File: src/rtl/fp_class_stream.sv
// fp_class_stream: two-stage IEEE-754 class decoder with valid/ready flow control
// and saturating per-class occurrence counters, generic in exponent/significand width.
module fp_class_stream #(
    parameter int NEXP = 5,
    parameter int NSIG = 10,
    parameter int CNTW = 32,
    localparam int W = NEXP + NSIG + 1
) (
    input  logic            clk,
    input  logic            rst,
    input  logic            in_valid,
    output logic            in_ready,
    input  logic [W-1:0]    in_f,
    output logic            out_valid,
    input  logic            out_ready,
    output logic [W-1:0]    out_f,
    output logic [5:0]      out_class,
    input  logic            count_clr,
    input  logic [2:0]      cnt_sel,
    output logic [CNTW-1:0] cnt_value
);

    localparam int NCNT = 7;

    localparam logic [5:0] CLS_SNAN   = 6'b100000;
    localparam logic [5:0] CLS_QNAN   = 6'b010000;
    localparam logic [5:0] CLS_INF    = 6'b001000;
    localparam logic [5:0] CLS_ZERO   = 6'b000100;
    localparam logic [5:0] CLS_SUB    = 6'b000010;
    localparam logic [5:0] CLS_NORMAL = 6'b000001;

    logic            adv1;
    logic            adv2;
    logic            accept;

    logic            s1_valid_q, s1_valid_d;
    logic [W-1:0]    s1_f_q, s1_f_d;
    logic            s1_e_ones_q, s1_e_ones_d;
    logic            s1_e_zero_q, s1_e_zero_d;
    logic            s1_m_zero_q, s1_m_zero_d;
    logic            s1_m_msb_q, s1_m_msb_d;

    logic            s2_valid_q, s2_valid_d;
    logic [W-1:0]    s2_f_q, s2_f_d;
    logic [5:0]      s2_class_q, s2_class_d;
    logic [5:0]      s1_class;

    logic [NCNT-1:0] cnt_hit;
    logic [CNTW-1:0] cnt_q [NCNT];
    logic [CNTW-1:0] cnt_d [NCNT];

    always_comb begin
        adv2   = !s2_valid_q || out_ready;
        adv1   = !s1_valid_q || adv2;
        accept = s2_valid_q && out_ready;
    end

    assign in_ready = adv1;

    // Stage 1: capture the word and the four field flags the class decode needs.
    always_comb begin
        s1_valid_d  = s1_valid_q;
        s1_f_d      = s1_f_q;
        s1_e_ones_d = s1_e_ones_q;
        s1_e_zero_d = s1_e_zero_q;
        s1_m_zero_d = s1_m_zero_q;
        s1_m_msb_d  = s1_m_msb_q;
        if (adv1) begin
            s1_valid_d = in_valid;
            if (in_valid) begin
                s1_f_d      = in_f;
                s1_e_ones_d = &in_f[W-2:NSIG];
                s1_e_zero_d = ~|in_f[W-2:NSIG];
                s1_m_zero_d = ~|in_f[NSIG-1:0];
                s1_m_msb_d  = in_f[NSIG-1];
            end
        end
    end

    always_comb begin
        s1_class = CLS_NORMAL;
        if (s1_e_ones_q) begin
            if (s1_m_zero_q) begin
                s1_class = CLS_INF;
            end else if (s1_m_msb_q) begin
                s1_class = CLS_QNAN;
            end else begin
                s1_class = CLS_SNAN;
            end
        end else if (s1_e_zero_q) begin
            s1_class = s1_m_zero_q ? CLS_ZERO : CLS_SUB;
        end
    end

    // Stage 2: the class register is cleared when the stage empties so out_class
    // is zero whenever out_valid is low.
    always_comb begin
        s2_valid_d = s2_valid_q;
        s2_f_d     = s2_f_q;
        s2_class_d = s2_class_q;
        if (adv2) begin
            s2_valid_d = s1_valid_q;
            s2_class_d = s1_valid_q ? s1_class : 6'b000000;
            if (s1_valid_q) begin
                s2_f_d = s1_f_q;
            end
        end
    end

    // Counter index order follows cnt_sel; index 6 is the total.
    assign cnt_hit = {1'b1, s2_class_q[0], s2_class_q[1], s2_class_q[2],
                      s2_class_q[3], s2_class_q[4], s2_class_q[5]};

    always_comb begin
        for (int i = 0; i < NCNT; i++) begin
            cnt_d[i] = count_clr ? '0 : cnt_q[i];
            if (accept && cnt_hit[i] && (cnt_d[i] != '1)) begin
                cnt_d[i] = cnt_d[i] + CNTW'(1);
            end
        end
    end

    always_ff @(posedge clk) begin
        if (rst) begin
            s1_valid_q  <= 1'b0;
            s1_f_q      <= '0;
            s1_e_ones_q <= 1'b0;
            s1_e_zero_q <= 1'b0;
            s1_m_zero_q <= 1'b0;
            s1_m_msb_q  <= 1'b0;
            s2_valid_q  <= 1'b0;
            s2_f_q      <= '0;
            s2_class_q  <= '0;
            for (int i = 0; i < NCNT; i++) begin
                cnt_q[i] <= '0;
            end
        end else begin
            s1_valid_q  <= s1_valid_d;
            s1_f_q      <= s1_f_d;
            s1_e_ones_q <= s1_e_ones_d;
            s1_e_zero_q <= s1_e_zero_d;
            s1_m_zero_q <= s1_m_zero_d;
            s1_m_msb_q  <= s1_m_msb_d;
            s2_valid_q  <= s2_valid_d;
            s2_f_q      <= s2_f_d;
            s2_class_q  <= s2_class_d;
            for (int i = 0; i < NCNT; i++) begin
                cnt_q[i] <= cnt_d[i];
            end
        end
    end

    assign out_valid = s2_valid_q;
    assign out_f     = s2_f_q;
    assign out_class = s2_class_q;

    always_comb begin
        case (cnt_sel)
            3'd0:    cnt_value = cnt_q[0];
            3'd1:    cnt_value = cnt_q[1];
            3'd2:    cnt_value = cnt_q[2];
            3'd3:    cnt_value = cnt_q[3];
            3'd4:    cnt_value = cnt_q[4];
            3'd5:    cnt_value = cnt_q[5];
            default: cnt_value = cnt_q[6];
        endcase
    end

endmodule

File: config.mk
export PLATFORM = sky130hd
export DESIGN_NAME = fp_class_stream
export DESIGN_NICKNAME = d
export VERILOG_FILES = /design/src/rtl/fp_class_stream.sv
export SDC_FILE = /design/constraint.sdc
export NUM_CORES = 1
export LEC_CHECK = 0
export ABC_CLOCK_PERIOD_IN_PS = 2500
export CAP_MARGIN = 5
export CORE_UTILIZATION = 30
export DETAILED_ROUTE_END_ITERATION = 6
export PLACE_DENSITY = 0.43
export SLEW_MARGIN = 20
export SYNTH_ARGS = -nofsm -noshare
export SYNTH_HDL_FRONTEND = slang
export SYNTH_SLANG_ARGS = --single-unit
File: constraint.sdc
create_clock -name clk -period 2.5 [get_ports clk]
set_clock_uncertainty 0.1 [all_clocks]
set_input_delay 0.5 -clock clk [delete_from_list [all_inputs] [get_ports clk]]
set_output_delay 0.5 -clock clk [all_outputs]
set_load 0.1 [all_outputs]
==> flow_summary.yaml <==
run_status:
  status: "complete, but fails checks"
  violations: "negative setup slack"
worst_setup_path:
  regToRegSetupSlack_ps: 140
  worst-path-buf-inv: 2
  crit_slowest_cell: "dfxtp_1"
  cpPeakStageDelay_ps: 440
  endpoint: "cnt_value[25]"
  cp.required_ps: 1900
  startpoint: "cnt_q[5][25]"
  worstPathArrival_ps: 2150
  r2r-end: "cnt_q[1][28]"
  path_max_fanout: 3
  crit_chain: "a21oi_1 -> o211ai_1 -> a221oi_2 -> buf_4 -> a21oi_4 -> buf_12"
  worstReg2RegStart: "cnt_q[1][0]"
  cpLargestDelayFamily: "compound AO/OA/AOI/OAI gates"
  path_depth: 6
  crit_path_start_kind: "register"
  reg2reg_depth: 9
  crit_type: "register to output port"
  cp-end-kind: "output port"
cells_and_area:
  antenna_cells: 0
  fillCellCount: 4942
  drive_gt1_share_pct: 32.6
  syn2layout_area_growth_pct: 45.8
  final_common_cell: "buf_4"
  layout.nets: 2259
  fin_area_um2: 21800
  layout_common_cells: "buf_4, nor2_1, nand2_1"
placement:
  dp_hpwl_mm: 47.8
  port_buffers: 79
  globalplace.congestion: 0.937
  dpl_cell_area_um2: 19400
floorplan:
  die_x_um: 225
  rows: 81
  core_area_um2: 49100
  die_y_um: 225
  num_io_pins: 80
  die_area_um2: 50700
  initial_core_util_pct: 30.4
timing:
  setup_ws_ps: -247
  min_period_over_period_pct: 110
  worst_pin_slew_ps: 489
  fmax_ghz: 0.364
  min_period_ps: 2750
  finalHoldViolations: 0
  fin_hold_ws_ps: 158
  rsz0062_at_grt: "yes"
  relSlewSlack_pct: 67.3
  setup_viol: 6
  slew_violations: 0
power_and_ir_drop:
  finalPower_mw: 10.8
  power.density_nw_per_um2: 495
  power.leakage_nw: 7.81
  max-vdd-ir-drop_uv: 435
routing:
  drt_first_pass_iters: 5
  totalWireLength_mm: 63.6
  wl_per_cell_um: 21.8
  vias: 15800
  via_per_inst: 5.42
  drc: 0
  drtIter0Drc: 1257
  antenna_left: 0
synthesis:
  synth-seq-cells: 267
  synth_area_um2: 14900
  avgSynthCellArea_um2: 7.91
  synth_cells: 1889
  synth.top_cell.area_share_pct: 35.8
  yosys.area.top_type: "dfxtp_1"
  synthTopCellsByArea: "dfxtp_1, nor2_1, xnor2_1"
  ys.flop_type: "dfxtp_1"
  synth_warnings: 0
  synth_edf_count: 0
  synth_sequential_area_ratio_pct: 35.8
  async_reset_ff_share_pct: 0
  ys_types: 87
  synth_nets: 1913
global_route:
  overflow: 0
  grt_pass1_vias: 15000
  antenna_found_initial: 2
  grt_pass1_wl_mm: 96.0
  grt_start_max_net_pins: 70
  track_usage_pct: 25.1
cts:
  htreeDepth: 2
  cts_hold_buf: 0
  clockRootBuffer: "clkbuf_16"
  cts_tree: "built"
  cts_sinks: 267
  clock_path_buffers: 3
  clk_latency_ps: 570
  clk_pin_slew_ps: 50
  cts_made_buffers: 36
min_path:
  min_path_type: "primary input to register"
  hp-start: "rst"
flow_run:
  drv_cap: 0
[registers in the layout, summed over array words and instances (netlist names)]
name	flops
s1_valid_q	1
s1_f_q	16
s1_e_ones_q	1
s1_e_zero_q	1
out_valid	1
cnt_q	224
out_f	16
s1_m_zero_q	1
out_class	6
[how the worst min path moves through the flow]
stage	to	slack, ps	cells after the start
after floorplan	out_f[0]	330	2
after detailed placement	s1_f_q[0]	350	2
after global placement	s1_f_q[15]	340	2
after CTS	cnt_q[0][18]	130	2
after global routing	cnt_q[0][19]	150	2
final	cnt_q[0][18]	160	2
[where the power goes]
part / total [mW] / switching [mW] / internal [mW]
clock network: 5.06 / 2.08 / 2.98
logic: 1.44 / 0.899 / 0.542
registers: 4.26 / 0.0175 / 4.25
[synth_stat cells, types with 5 or more instances]
cell	count
a221oi_1	20
a21oi_1	149
o211ai_1	8
nor3_1	68
o21ai_1	6
and3_1	35
nand3b_1	7
nor4_4	5
nand4b_1	17
a31oi_1	17
and4_1	14
xnor2_1	94
o21a_1	12
a211oi_1	15
a32oi_1	5
o21ai_0	44
or4_1	11
o31ai_1	7
nor2b_1	62
inv_1	21
mux2_2	30
dfxtp_1	267
nand3_1	74
o22ai_1	25
o22a_1	5
or3_1	31
xor2_1	31
mux2i_1	24
and2_1	14
nor4_1	22
clkbuf_1	91
nor3b_1	14
buf_2	12
a22oi_1	14
nor2_1	239
nand4_1	57
nor4_2	10
nand2b_1	8
buf_1	9
nand2_1	207
and4b_1	13
[kinds of logic (layout without fill, tap and decap cells)]
family                    after synthesis  count (layout)  synth area share (%)
and+or+nand+nor                       938             938                  33.7
muxes                                  56              56                  4.02
AOI/OAI and AO/OA                     363             363                  15.3
xor gates and xnor gates              125             125                  7.33
buffers and inverters                 140             509                  3.85
DFF                                   267             267                  35.8
[worst reg2reg max path, cell delays in order, from the launching register on]
cell	delay (ps)
dfxtp_4	340
buf_4	130
nand3_2	170
nor4_4	310
buf_4	210
nand4_2	220
buf_4	230
nor4_1	330
xnor2_1	160
nor2_1	50
[per-stage QoR]
stage                     utilization [%]  worst slack, ps  TNS [ps]  instances
after floorplan                         -            -73.6      -315       1889
after global placement               39.5             -384    -39090       2843
after detailed placement             39.5             -381    -39970       2843
after CTS                            43.6             -229      -679       2916
after global routing                 44.4             -279      -875       2922
final                                44.4             -247      -500       2922
[metal layers]
| layer | up-vias | wire, um | global-route usage (%) |
|---|---|---|---|
| met5 | - | 0 | 0 |
| met4 | 0 | 2200 | 8.91 |
| met3 | 103 | 3500 | 2.72 |
| met2 | 482 | 28200 | 38.9 |
| met1 | 7709 | 29700 | 35.7 |
| li1 | 7531 | - | - |
[what timing repair did]
item,CTS,global route
setup endpoints to repair,32,33
setup buffers,13,9
pin swaps,26,29
gates cloned,4,1
resized for setup,208,78
[area by class of cell]
class	instances	area (um^2)	share of cell area, %
Clock buffer	54	1040	4.77
Inverter	22	83.8	0.385
Sequential cell	267	5520	25.4
Tap cell	664	831	3.82
Multi-Input combinational cell	1482	9990	45.9
Timing Repair Buffer	426	4210	19.3
Clock inverter	7	90.1	0.414
No activity file was read; power rests on OpenSTA's default activity.
